==> src/rtl/simple_circuit_pkg.sv <==
// -----------------------------------------------------------------------------
// simple_circuit_pkg
//   Shared definitions for the simple_circuit sweeper and its testbench:
//   - sweep_state_e : FSM state encoding (IDLE/SETTLE/REPORT/DONE)
//   - VEC_W         : width of the {A,B,C} stimulus vector
//   - LAST_VEC      : final vector of a sweep
//   - sc_expected() : golden {D,E} for a given {A,B,C}
// -----------------------------------------------------------------------------
package simple_circuit_pkg;

  localparam int VEC_W = 3;
  localparam logic [VEC_W-1:0] LAST_VEC = 3'd7;

  typedef enum logic [1:0] {
    IDLE   = 2'd0,
    SETTLE = 2'd1,
    REPORT = 2'd2,
    DONE   = 2'd3
  } sweep_state_e;

  // Golden model of the gate network: D = (A & B) | ~C, E = ~C.
  function automatic logic [1:0] sc_expected(input logic [VEC_W-1:0] abc);
    logic a, b, c;
    {a, b, c} = abc;
    return {(a & b) | ~c, ~c};
  endfunction

endpackage

==> src/rtl/settle_timer.sv <==
// -----------------------------------------------------------------------------
// settle_timer
//   8-bit loadable down-counter that stops at zero.
//   clk      : clock, rising edge
//   rst      : synchronous active-high reset (count -> 0)
//   load     : load load_val this cycle (has priority over counting)
//   load_val : value to load
//   zero     : count is zero
// -----------------------------------------------------------------------------
module settle_timer (
  input  logic       clk,
  input  logic       rst,
  input  logic       load,
  input  logic [7:0] load_val,
  output logic       zero
);

  logic [7:0] count_q, count_d;

  always_comb begin
    // NOTE: default assigned first so every path drives count_d; no latch.
    count_d = count_q;
    if (load) begin
      count_d = load_val;
    end else if (count_q != 8'd0) begin
      count_d = count_q - 8'd1;
    end
  end

  // NOTE: state registers use non-blocking assignment so all flops update
  // together on the edge regardless of evaluation order.
  always_ff @(posedge clk) begin
    if (rst) count_q <= 8'd0;
    else     count_q <= count_d;
  end

  assign zero = (count_q == 8'd0);

endmodule

==> src/rtl/simple_circuit_sweeper.sv <==
// -----------------------------------------------------------------------------
// simple_circuit_sweeper
//   Drives all eight {A,B,C} vectors into simple_circuit, waits SETTLE_CYCLES
//   after each, samples {D,E}, compares against the golden equations and
//   reports each vector over a valid/ready port. Counts mismatches with a
//   saturating counter.
//   Parameters: SETTLE_CYCLES (1..255), ERR_W (mismatch counter width)
//   clk, rst           : clock, synchronous active-high reset
//   start              : begin a sweep (accepted only in IDLE)
//   busy               : sweep in progress, through the done cycle
//   abc                : {A,B,C} to the circuit, A is MSB
//   d_in, e_in         : circuit outputs
//   res_valid/ready    : result handshake
//   res_vec/de/ok      : vector, sampled {D,E}, match flag
//   done               : one-cycle pulse after the last result is accepted
//   err_count          : mismatches in the current/last sweep
// -----------------------------------------------------------------------------
module simple_circuit_sweeper
  import simple_circuit_pkg::*;
#(
  parameter int SETTLE_CYCLES = 4,
  parameter int ERR_W         = 4
) (
  input  logic             clk,
  input  logic             rst,
  input  logic             start,
  output logic             busy,
  output logic [VEC_W-1:0] abc,
  input  logic             d_in,
  input  logic             e_in,
  output logic             res_valid,
  input  logic             res_ready,
  output logic [VEC_W-1:0] res_vec,
  output logic [1:0]       res_de,
  output logic             res_ok,
  output logic             done,
  output logic [ERR_W-1:0] err_count
);

  localparam logic [7:0]       LOAD_VAL = 8'(SETTLE_CYCLES - 1);
  localparam logic [ERR_W-1:0] ERR_MAX  = '1;

  sweep_state_e     state_q, state_d;
  logic [VEC_W-1:0] abc_q, abc_d;
  logic             res_valid_q, res_valid_d;
  logic [VEC_W-1:0] res_vec_q, res_vec_d;
  logic [1:0]       res_de_q, res_de_d;
  logic             res_ok_q, res_ok_d;
  logic [ERR_W-1:0] err_q, err_d;

  logic timer_load;
  logic timer_zero;
  logic match;

  settle_timer u_timer (
    .clk      (clk),
    .rst      (rst),
    .load     (timer_load),
    .load_val (LOAD_VAL),
    .zero     (timer_zero)
  );

  assign match = ({d_in, e_in} == sc_expected(abc_q));

  always_comb begin
    state_d     = state_q;
    abc_d       = abc_q;
    res_valid_d = res_valid_q;
    res_vec_d   = res_vec_q;
    res_de_d    = res_de_q;
    res_ok_d    = res_ok_q;
    err_d       = err_q;
    timer_load  = 1'b0;

    case (state_q)
      IDLE: begin
        if (start) begin
          state_d    = SETTLE;
          abc_d      = '0;
          err_d      = '0;
          timer_load = 1'b1;
        end
      end
      SETTLE: begin
        if (timer_zero) begin
          res_de_d    = {d_in, e_in};
          res_vec_d   = abc_q;
          res_ok_d    = match;
          res_valid_d = 1'b1;
          state_d     = REPORT;
          if (!match && err_q != ERR_MAX) err_d = err_q + 1'b1;
        end
      end
      REPORT: begin
        // abc holds here, so a stalled consumer never sees the vector advance.
        if (res_valid_q && res_ready) begin
          res_valid_d = 1'b0;
          if (abc_q == LAST_VEC) begin
            state_d = DONE;
          end else begin
            abc_d      = abc_q + 1'b1;
            timer_load = 1'b1;
            state_d    = SETTLE;
          end
        end
      end
      DONE: begin
        state_d = IDLE;
      end
    endcase
  end

  always_ff @(posedge clk) begin
    if (rst) begin
      state_q     <= IDLE;
      abc_q       <= '0;
      res_valid_q <= 1'b0;
      res_vec_q   <= '0;
      res_de_q    <= '0;
      res_ok_q    <= 1'b0;
      err_q       <= '0;
    end else begin
      state_q     <= state_d;
      abc_q       <= abc_d;
      res_valid_q <= res_valid_d;
      res_vec_q   <= res_vec_d;
      res_de_q    <= res_de_d;
      res_ok_q    <= res_ok_d;
      err_q       <= err_d;
    end
  end

  assign busy      = (state_q != IDLE);
  assign done      = (state_q == DONE);
  assign abc       = abc_q;
  assign res_valid = res_valid_q;
  assign res_vec   = res_vec_q;
  assign res_de    = res_de_q;
  assign res_ok    = res_ok_q;
  assign err_count = err_q;

endmodule

==> config.mk <==
export PLATFORM = sky130hd
export DESIGN_NAME = simple_circuit_sweeper
export DESIGN_NICKNAME = d
export VERILOG_FILES = /design/src/rtl/simple_circuit_pkg.sv /design/src/rtl/settle_timer.sv /design/src/rtl/simple_circuit_sweeper.sv
export SDC_FILE = /design/constraint.sdc
export NUM_CORES = 1
export LEC_CHECK = 0
export ABC_CLOCK_PERIOD_IN_PS = 1700
export CAP_MARGIN = 20
export CELL_PAD_IN_SITES_DETAIL_PLACEMENT = 0
export CELL_PAD_IN_SITES_GLOBAL_PLACEMENT = 1
export CORE_MARGIN = 4
export CORE_UTILIZATION = 30
export CTS_CLUSTER_SIZE = 30
export DETAILED_ROUTE_END_ITERATION = 8
export HOLD_SLACK_MARGIN = 0.08
export MAX_ROUTING_LAYER = met4
export PLACE_DENSITY = 0.63
export SLEW_MARGIN = 20
export SYNTH_ARGS = -nofsm -noshare
export SYNTH_HDL_FRONTEND = slang
export SYNTH_SLANG_ARGS = --single-unit
==> constraint.sdc <==
create_clock -name clk -period 1.7 [get_ports clk]
set_input_delay 0.255 -clock clk [delete_from_list [all_inputs] [get_ports clk]]
set_output_delay 0.255 -clock clk [all_outputs]
set_load 0.03 [all_outputs]
* Word-level counts from Yosys, hierarchy flattened *
Index checks and enable logic that the tools add are counted.
W data, S select, Z words.

operators by class
  equal/unequal tests = 11
  multiply operators = 0
  bitwise operators = 3
  reduce and logical (&&, ||, !) cells = 17
  $lt $le $gt $ge = 0
  mux-type cells = 22
  shifts and indexed selects = 0
  $add $sub $neg = 3
  div/mod/pow operators = 0

operators with widths
  cell                   count
  $mux W2                6
  $mux W4                3
  $ne A2 B2 Y1 const B   5
  $reduce_bool A2 Y1     5
  $mux W3                3
  $logic_not A8 Y1       1
  $pmux W2 S4            1
  $pmux W4 S2            1
  $reduce_and A4 Y1      2
  $reduce_bool A8 Y1     1
  $sub A8 B1 Y8 const B  1
  $pmux W3 S2            1
  $reduce_and A3 Y1      2
  $mux W1                5
  $add A4 B1 Y4 const B  1
  $eq A2 B2 Y1 const B   2
  $ne A4 B4 Y1 const B   1
  $pmux W1 S2            2
  $add A3 B1 Y3 const B  1
  $eq A3 B3 Y1 const B   1
  $eq A2 B1 Y1 const B   1
  $eq A2 B2 Y1           1
  $logic_and A1 B1 Y1    2
  $logic_not A2 Y1       1
  6 further kinds        6

storage, ports and cells
  RAM bits = 0
  memories = 0
  bits of input ports = 6
  bits in read-only memories = 0
  bits in latches = 0
  word-level logic and storage cells = 65
  register bits after elaboration = 24

* Longest topological paths before layout *
Gate-level depths: netlist of the first run.

  depth in word-level cells = 8
  mapped depth = 7
  gate-level depth less buffers = 7

* Hierarchy *
A second synthesis of the first run with hierarchy kept.

second synthesis, totals
  cells, all modules = 148
  area total of the unflattened synthesis = 1293.7 um2

by module, submodules not included
  module                  times used  cells each  area each (um2)
  simple_circuit_sweeper  1           95          818.3
  settle_timer            1           53          475.5

* Least setup slack after synthesis of the first run *
OpenSTA, ideal clock, no wires.

  kind = reg-to-reg
  start = register u_timer.count_q[0]
  end = register err_q[1] (netlist: err_count[1])
  data arrival time = 1.675 ns
  clock period less this slack = 1.742 ns
  library setup time = 0.067 ns
  stages on the path, launching flop included = 8
  slack = -0.042 ns
  buffers on the path = 0
  data required time = 1.633 ns
  cell sequence = dfxtp_1 > inv_1 > ha_1 > nor3b_2 > a32oi_1 > or3b_4 > or2_1 > a21oi_2

on the way
  longest elaborated chain between the ends = 3

ends and longest elaborated chain
  element                             line                           source
  from (decl)                         settle_timer.sv:18             logic [7:0] count_q, count_d;
  from (signal assigned)              settle_timer.sv:34             else count_q <= count_d;
  $logic_not A8 Y1                    settle_timer.sv:37             assign zero = (count_q == 8'd0);
  $ne A2 B2 Y1 (no source line)       n/a
  $reduce_and A4 Y1 (no source line)  n/a
  to (signal assigned)                simple_circuit_sweeper.sv:129  err_q <= err_d;
  to (decl)                           simple_circuit_sweeper.sv:49   logic [ERR_W-1:0] err_q, err_d;

No other way between the ends.
A chain may end at the register's enable or synchronous reset.

* Worst setup path in the final report of the first run *
  start = register u_timer.count_q[0]
  end = register err_q[0] (netlist: err_count[0])

Same word-level chain as after synthesis.

==> flow_metrics.tcl, run 1 <==
set metrics [dict create \
    status "finished, final reports clean" \
    final_common_cell "dfxtp_1" \
    placed_area_sq_um 1567 \
    min_period_ns 1.671 \
    portBuffers 21 \
    wl_met2_um 1488 \
    crit_slowest_cell "or3b_4" \
    ys_top_cells_by_area "dfxtp_1 41%, mux2i_1 5.9%, nor2_1 5.7%" \
    num_vias 1052 \
    postRouteAntennaNets 0 \
    antenna_cells 0 \
    critical_path_class "reg2reg" \
    die_x_um 70.68 \
    dp.final_hpwl_um 2181 \
    hp-class "in2reg" \
    hold_buffers 0 \
    finalCritPeriodShare 0.9829 \
    grt_overflow 0 \
    power_density_nw_per_um2 1523 \
    ir_worst_vdd_mv 0.7092 \
    synth_area_per_cell_sq_um 8.997 \
    synthesis.area_sq_um 1179 \
    num_rows 22 \
    die_h_um 70.68 \
    cts_max_path_buffers 2 \
    via_per_inst 4.826 \
    syn_to_final_growth_pct 41.93 \
    crit_chain "inv_2, ha_4, nor3b_4, a32oi_1, or3b_4, buf_4, nand3b_1, o21ai_0" \
    numCtsBuffers 3 \
    synth_nets 142 \
    drcViolationCount 0 \
    gp_congestion 0.7766 \
    fin_skew_ns 0.003371 \
    core-area_sq_um 3716 \
    fin_hold_ws_ns 0.2971 \
    synth.top_cell.area_share 0.4076 \
    p_leak_nw 0.7310 \
    seq_area_frac_synth 0.4076 \
    clkLatencyLatePin_ns 0.27 \
    synth_edf_count 0 \
    routed-wl-met3_um 63 \
    hold_depth 3 \
    cts_sinks 24 \
    most-common-layout-cells "19 x dfxtp_1, 18 x nor2_1, 16 x buf_4" \
    wl_met1_um 1268 \
    htree_levels 1 \
    top_layer "met4" \
    synthCells 131 \
    ys_warn_count 0 \
    cp-end-kind "flip-flop" \
    post-route-util 0.4502 \
    reg2regPathDepth 8 \
    drive_gt1_frac 0.2235 \
    power_mw 2.549 \
    cts_tree "built" \
    grt_max_degree 14 \
    fin_nets 182 \
    slew_headroom 0.7530 \
    finalSetupTns_ns 0 \
    drt_wl_total_um 2830 \
    design.portCount 22 \
    tightestPinTransition_ns 0.3697 \
    yosysTopAreaCell "dfxtp_1" \
    dieArea_sq_um 4996 \
    synthArstFlopShare 0 \
    rr_startpoint "u_timer.count_q[0]" \
    design_area_sq_um 1673 \
    dr.first_iter.drc_count 29 \
    min_from "e_in" \
    worstHoldEndpoint "res_de[0]" \
    initial_core_util 0.3172 \
    slowest_delay_ns 0.40 \
    drv_slew 0 \
    firstDrtPassIters 3 \
    worstPathArrival_ns 1.83 \
    yosysUniqueCellTypes 38 \
    synth_seq_cells 24 \
    path_max_fanout 3 \
    fmax_mhz 598.5 \
    wl_per_cell_um 12.98 \
    clkTransAtPathRegs_ns 0.09 \
    grtUsageTotal 0.1219 \
    rsz0062_at_grt "true" \
    synth_top_flop_cell "dfxtp_1" \
    setup_viol 0 \
    antenna_found_initial 0 \
    root_buffer "clkbuf_8" \
    grt_pass1_wl_um 4864 \
    cap_viol_max_count 0 \
    timing.rr.end "err_count[0]" \
    reg2reg_setup_slack_ns 0.03 \
    cp-start-kind "flip-flop" \
    cp.required_ns 1.86 \
    grt_pass1_vias 1119 \
    nFillCells 374 \
    hold_violations 0 \
]
==> final cells by class <==
cell class | count | area [sq um] | share of cell area
clock buffer | 4 | 55.05 | 0.03291
inverter | 4 | 15.01 | 0.008975
multi-input combinational | 100 | 708.2 | 0.4233
sequential | 24 | 489.2 | 0.2924
tap | 48 | 60.06 | 0.03590
timing repair buffer | 38 | 345.3 | 0.2064
==> through the flow <==
stage | setup slack (ns) | instances
floorplan | -0.007153 | 131
global placement | -0.3358 | 213
detailed placement | -0.4151 | 213
CTS | -0.006495 | 217
global route | -0.05607 | 218
finish | 0.02909 | 218
==> sequential cells by signal, summed over array words and instances (netlist names) <==
| name | count |
|---|---|
| res_de | 2 |
| res_ok | 1 |
| res_valid | 1 |
| res_vec | 3 |
| u_timer.count_q | 8 |
| abc | 3 |
| state_q | 2 |
| err_count | 4 |
==> kinds of logic (layout without fill, tap and decap cells) <==
kind of cell	after synthesis	after routing	synth area share
and+or+nand+nor	59	59	0.2877
DFF	24	24	0.4076
adders and majority gates	5	5	0.05308
xor gates and xnor gates	7	7	0.05202
muxes	7	7	0.05945
AOI/OAI and AO/OA	22	22	0.1178
buffers and inverters	7	46	0.02229
==> synthesized netlist by cell type, types with 3 or more instances <==
library cell and instances:
nand3_1 4, clkbuf_1 3, nor2_1 18, inv_1 4, dfxtp_1 24, nand2_1 11, ha_1 5, o21ai_0 6
nor3_1 3, nor2b_1 3, nand2b_1 3, mux2i_1 7, xnor2_1 4, a21oi_1 6, xor2_1 3
==> how the worst max path moves through the flow <==
stage | cells past startpoint | endpoint | start
floorplan | 7 | err_count[1] | u_timer.count_q[0]
global placement | 6 | err_count[3] | e_in
detailed placement | 6 | err_count[3] | e_in
CTS | 7 | err_count[3] | u_timer.count_q[0]
global route | 7 | err_count[1] | u_timer.count_q[0]
finish | 8 | err_count[0] | u_timer.count_q[0]
==> metal layers <==
layer  vias to the layer above  GRT usage
li1                        541          -
met1                       493     0.1422
met2                        16     0.2183
met3                         2    0.02983
met4                         0    0.01253
met5                         -          -
==> critical path, delay by kind of cell (launching register included) <==
family | cells | cell delay (ns)
AO/OA/AOI/OAI | 2 | 0.21
buffers and inverters | 2 | 0.22
flip-flops | 1 | 0.33
adder cells (fa/ha/maj) | 1 | 0.13
AND/OR/NAND/NOR | 3 | 0.69
==> what timing repair did <==
item / in CTS / in global routing
setup buffers: 0 / 1
resized for setup: 11 / 11
setup endpoints to repair: 6 / 14
pin swaps: 4 / 7
==> report_power, final <==
part	internal [mW]	switching (mW)	leakage [nW]
Clock	0.207	0.187	0.0288
Combinational	0.668	0.650	0.505
Sequential	0.694	0.144	0.197
No activity file was read; power rests on OpenSTA's default activity.
==> run 2, diff against run 1 <==
Settings changed: CAP_MARGIN 20 to default.
==> results of run 2 <==
No change in the layout: final DEF, timing and power equal those of run 1.
==> run 3, diff against run 2 <==
Settings changed: MAX_ROUTING_LAYER met4 to default.
==> run 3 against run 2 <==
Net effect:
- core utilization unchanged
- die area unchanged
- wire length about the same
- via count unchanged
- final area unchanged
- critical path type unchanged
- critical endpoint unchanged
- largest power group unchanged
- highest routed layer unchanged
==> flow_metrics.tcl, run 3 (synthesis gave the netlist of run 1 again) <==
set metrics [dict create \
    postRouteAntennaNets 0 \
    path_max_fanout 3 \
    die_x_um 70.68 \
    min_from "e_in" \
    clkTransAtPathRegs_ns 0.09 \
    pre_cts_ws_ns -0.4151 \
    wl_per_cell_um 12.98 \
    worstHoldEndpoint "res_de[0]" \
    setup_viol 0 \
    numCtsBuffers 3 \
    core-area_sq_um 3716 \
    reg2regPathDepth 8 \
    hold_depth 3 \
    drt_wl_total_um 2829 \
    crit_path_start "u_timer.count_q[0]" \
    num_vias 1052 \
    via_per_inst 4.826 \
    antenna_cells 0 \
    fin_hold_ws_ns 0.2971 \
    initial_core_util 0.3172 \
    pwr-share-clk 0.154 \
    power_density_nw_per_um2 1523 \
    firstDrtPassIters 4 \
    finalSetupTns_ns 0 \
    cap_viol_max_count 0 \
    cts_tree "built" \
    ir_worst_vdd_mv 0.7089 \
    hold_buffers 0 \
    dieArea_sq_um 4996 \
    rsz0062_at_grt "true" \
    hp-class "in2reg" \
    status "finished, final reports clean" \
    reg2reg_setup_slack_ns 0.03 \
    cp-start-kind "flip-flop" \
    tightestPinTransition_ns 0.3696 \
    combPwrFrac 0.517 \
    antenna_found_initial 0 \
    intPower_mw 1.568 \
    fmax_mhz 598.4 \
    clkLatencyLatePin_ns 0.27 \
    crit_chain "inv_2, ha_4, nor3b_4, a32oi_1, or3b_4, buf_4, nand3b_1, o21ai_0" \
    die_h_um 70.68 \
    largest_reg_flops 8 \
    fin_nets 182 \
    slew_headroom 0.7531 \
    p_leak_nw 0.7310 \
    grtUsageTotal 0.1181 \
    place_inst 213 \
    num_rows 22 \
    grt_overflow 0 \
    root_buffer "clkbuf_8" \
    cp.required_ns 1.86 \
    cp-end-kind "flip-flop" \
    crit_slowest_cell "or3b_4" \
    layout_setup_ws_ns 0.02899 \
    portBuffers 21 \
    power.net_switching_uw 979.8 \
    htree_levels 1 \
    most-common-layout-cells "19 x dfxtp_1, 18 x nor2_1, 16 x buf_4" \
    critical_path_class "reg2reg" \
    dr.first_iter.drc_count 32 \
    drive_gt1_frac 0.2235 \
    grt_pass1_wl_um 4843 \
    drv_slew 0 \
    worstPathArrival_ns 1.83 \
    fin_skew_ns 0.003442 \
    cts_sinks 24 \
    timing.rr.end "err_count[0]" \
    slowest_delay_ns 0.40 \
    grt_pass1_vias 1123 \
    design.portCount 22 \
    pwr-share-seq 0.329 \
    cts_max_path_buffers 2 \
    drcViolationCount 0 \
    regMostFlops "u_timer.count_q" \
    dp.final_hpwl_um 2181 \
    min_period_ns 1.671 \
    power_mw 2.548 \
    rr_startpoint "u_timer.count_q[0]" \
    p_sw_frac 0.3845 \
    instances_no_fill 218 \
    finalCritPeriodShare 0.9829 \
    grt_max_degree 14 \
    final_common_cell "dfxtp_1" \
    gp_congestion 0.7664 \
    syn_to_final_growth_pct 41.93 \
    hold_violations 0 \
]
run 3: cell counts in the layout (fill, tap and decap cells not counted):
Identical to the previous run, type by type.
run 3: per-layer routing:
| layer | share of wire | GRT usage |
|---|---|---|
| met1 | 0.44 | 0.1379 |
| met5 | 0 | 0 |
| met2 | 0.53 | 0.2183 |
| met3 | 0.033 | 0.03551 |
| met4 | 0.0032 | 0.01253 |
run 3: metrics by stage:
stage / utilization / cell area (sq um)
2_1_floorplan: - / 1187
5_1_grt: 0.4502 / 1673
3_5_place_dp: 0.4215 / 1567
6_report: 0.4502 / 1673
3_3_place_gp: 0.4215 / 1567
4_1_cts: 0.4394 / 1633
run 3: area by class of cell:
class	instances	area [sq um]
Inverter	4	15.01
Timing Repair Buffer	38	345.3
Tap cell	48	60.06
Sequential cell	24	489.2
Fill cell	374	2043
Clock buffer	4	55.05
Multi-Input combinational cell	100	708.2
run 3: worst max-delay path by stage:
stage                   endpoint  cells past startpoint
floorplan           err_count[1]                      7
global placement    err_count[3]                      6
detailed placement  err_count[3]                      6
CTS                 err_count[3]                      7
global route        err_count[1]                      7
finish              err_count[0]                      8
run 3: power by group through the flow:
stage	Clock [mW]	Sequential [mW]	Combinational (mW)
floorplan	0	0.876	0.788
global placement	0	0.840	1.26
detailed placement	0	0.849	1.27
CTS	0.407	0.845	1.30
global route	0.432	0.866	1.47
finish	0.393	0.837	1.32
run 3: critical path: cells and delay by family (launching register included):
kind / cells / cell delay (ns)
buf+inv: 2 / 0.22
flops: 1 / 0.33
simple gates: 3 / 0.69
fa+ha+maj: 1 / 0.13
compound gates: 2 / 0.21
run 3: what timing repair did:
action                                  in CTS  in global routing
endpoints found under the setup margin       6                 14
pin swaps                                    4                  7
gates resized for setup                     11                 11
buffers inserted                             0                  1
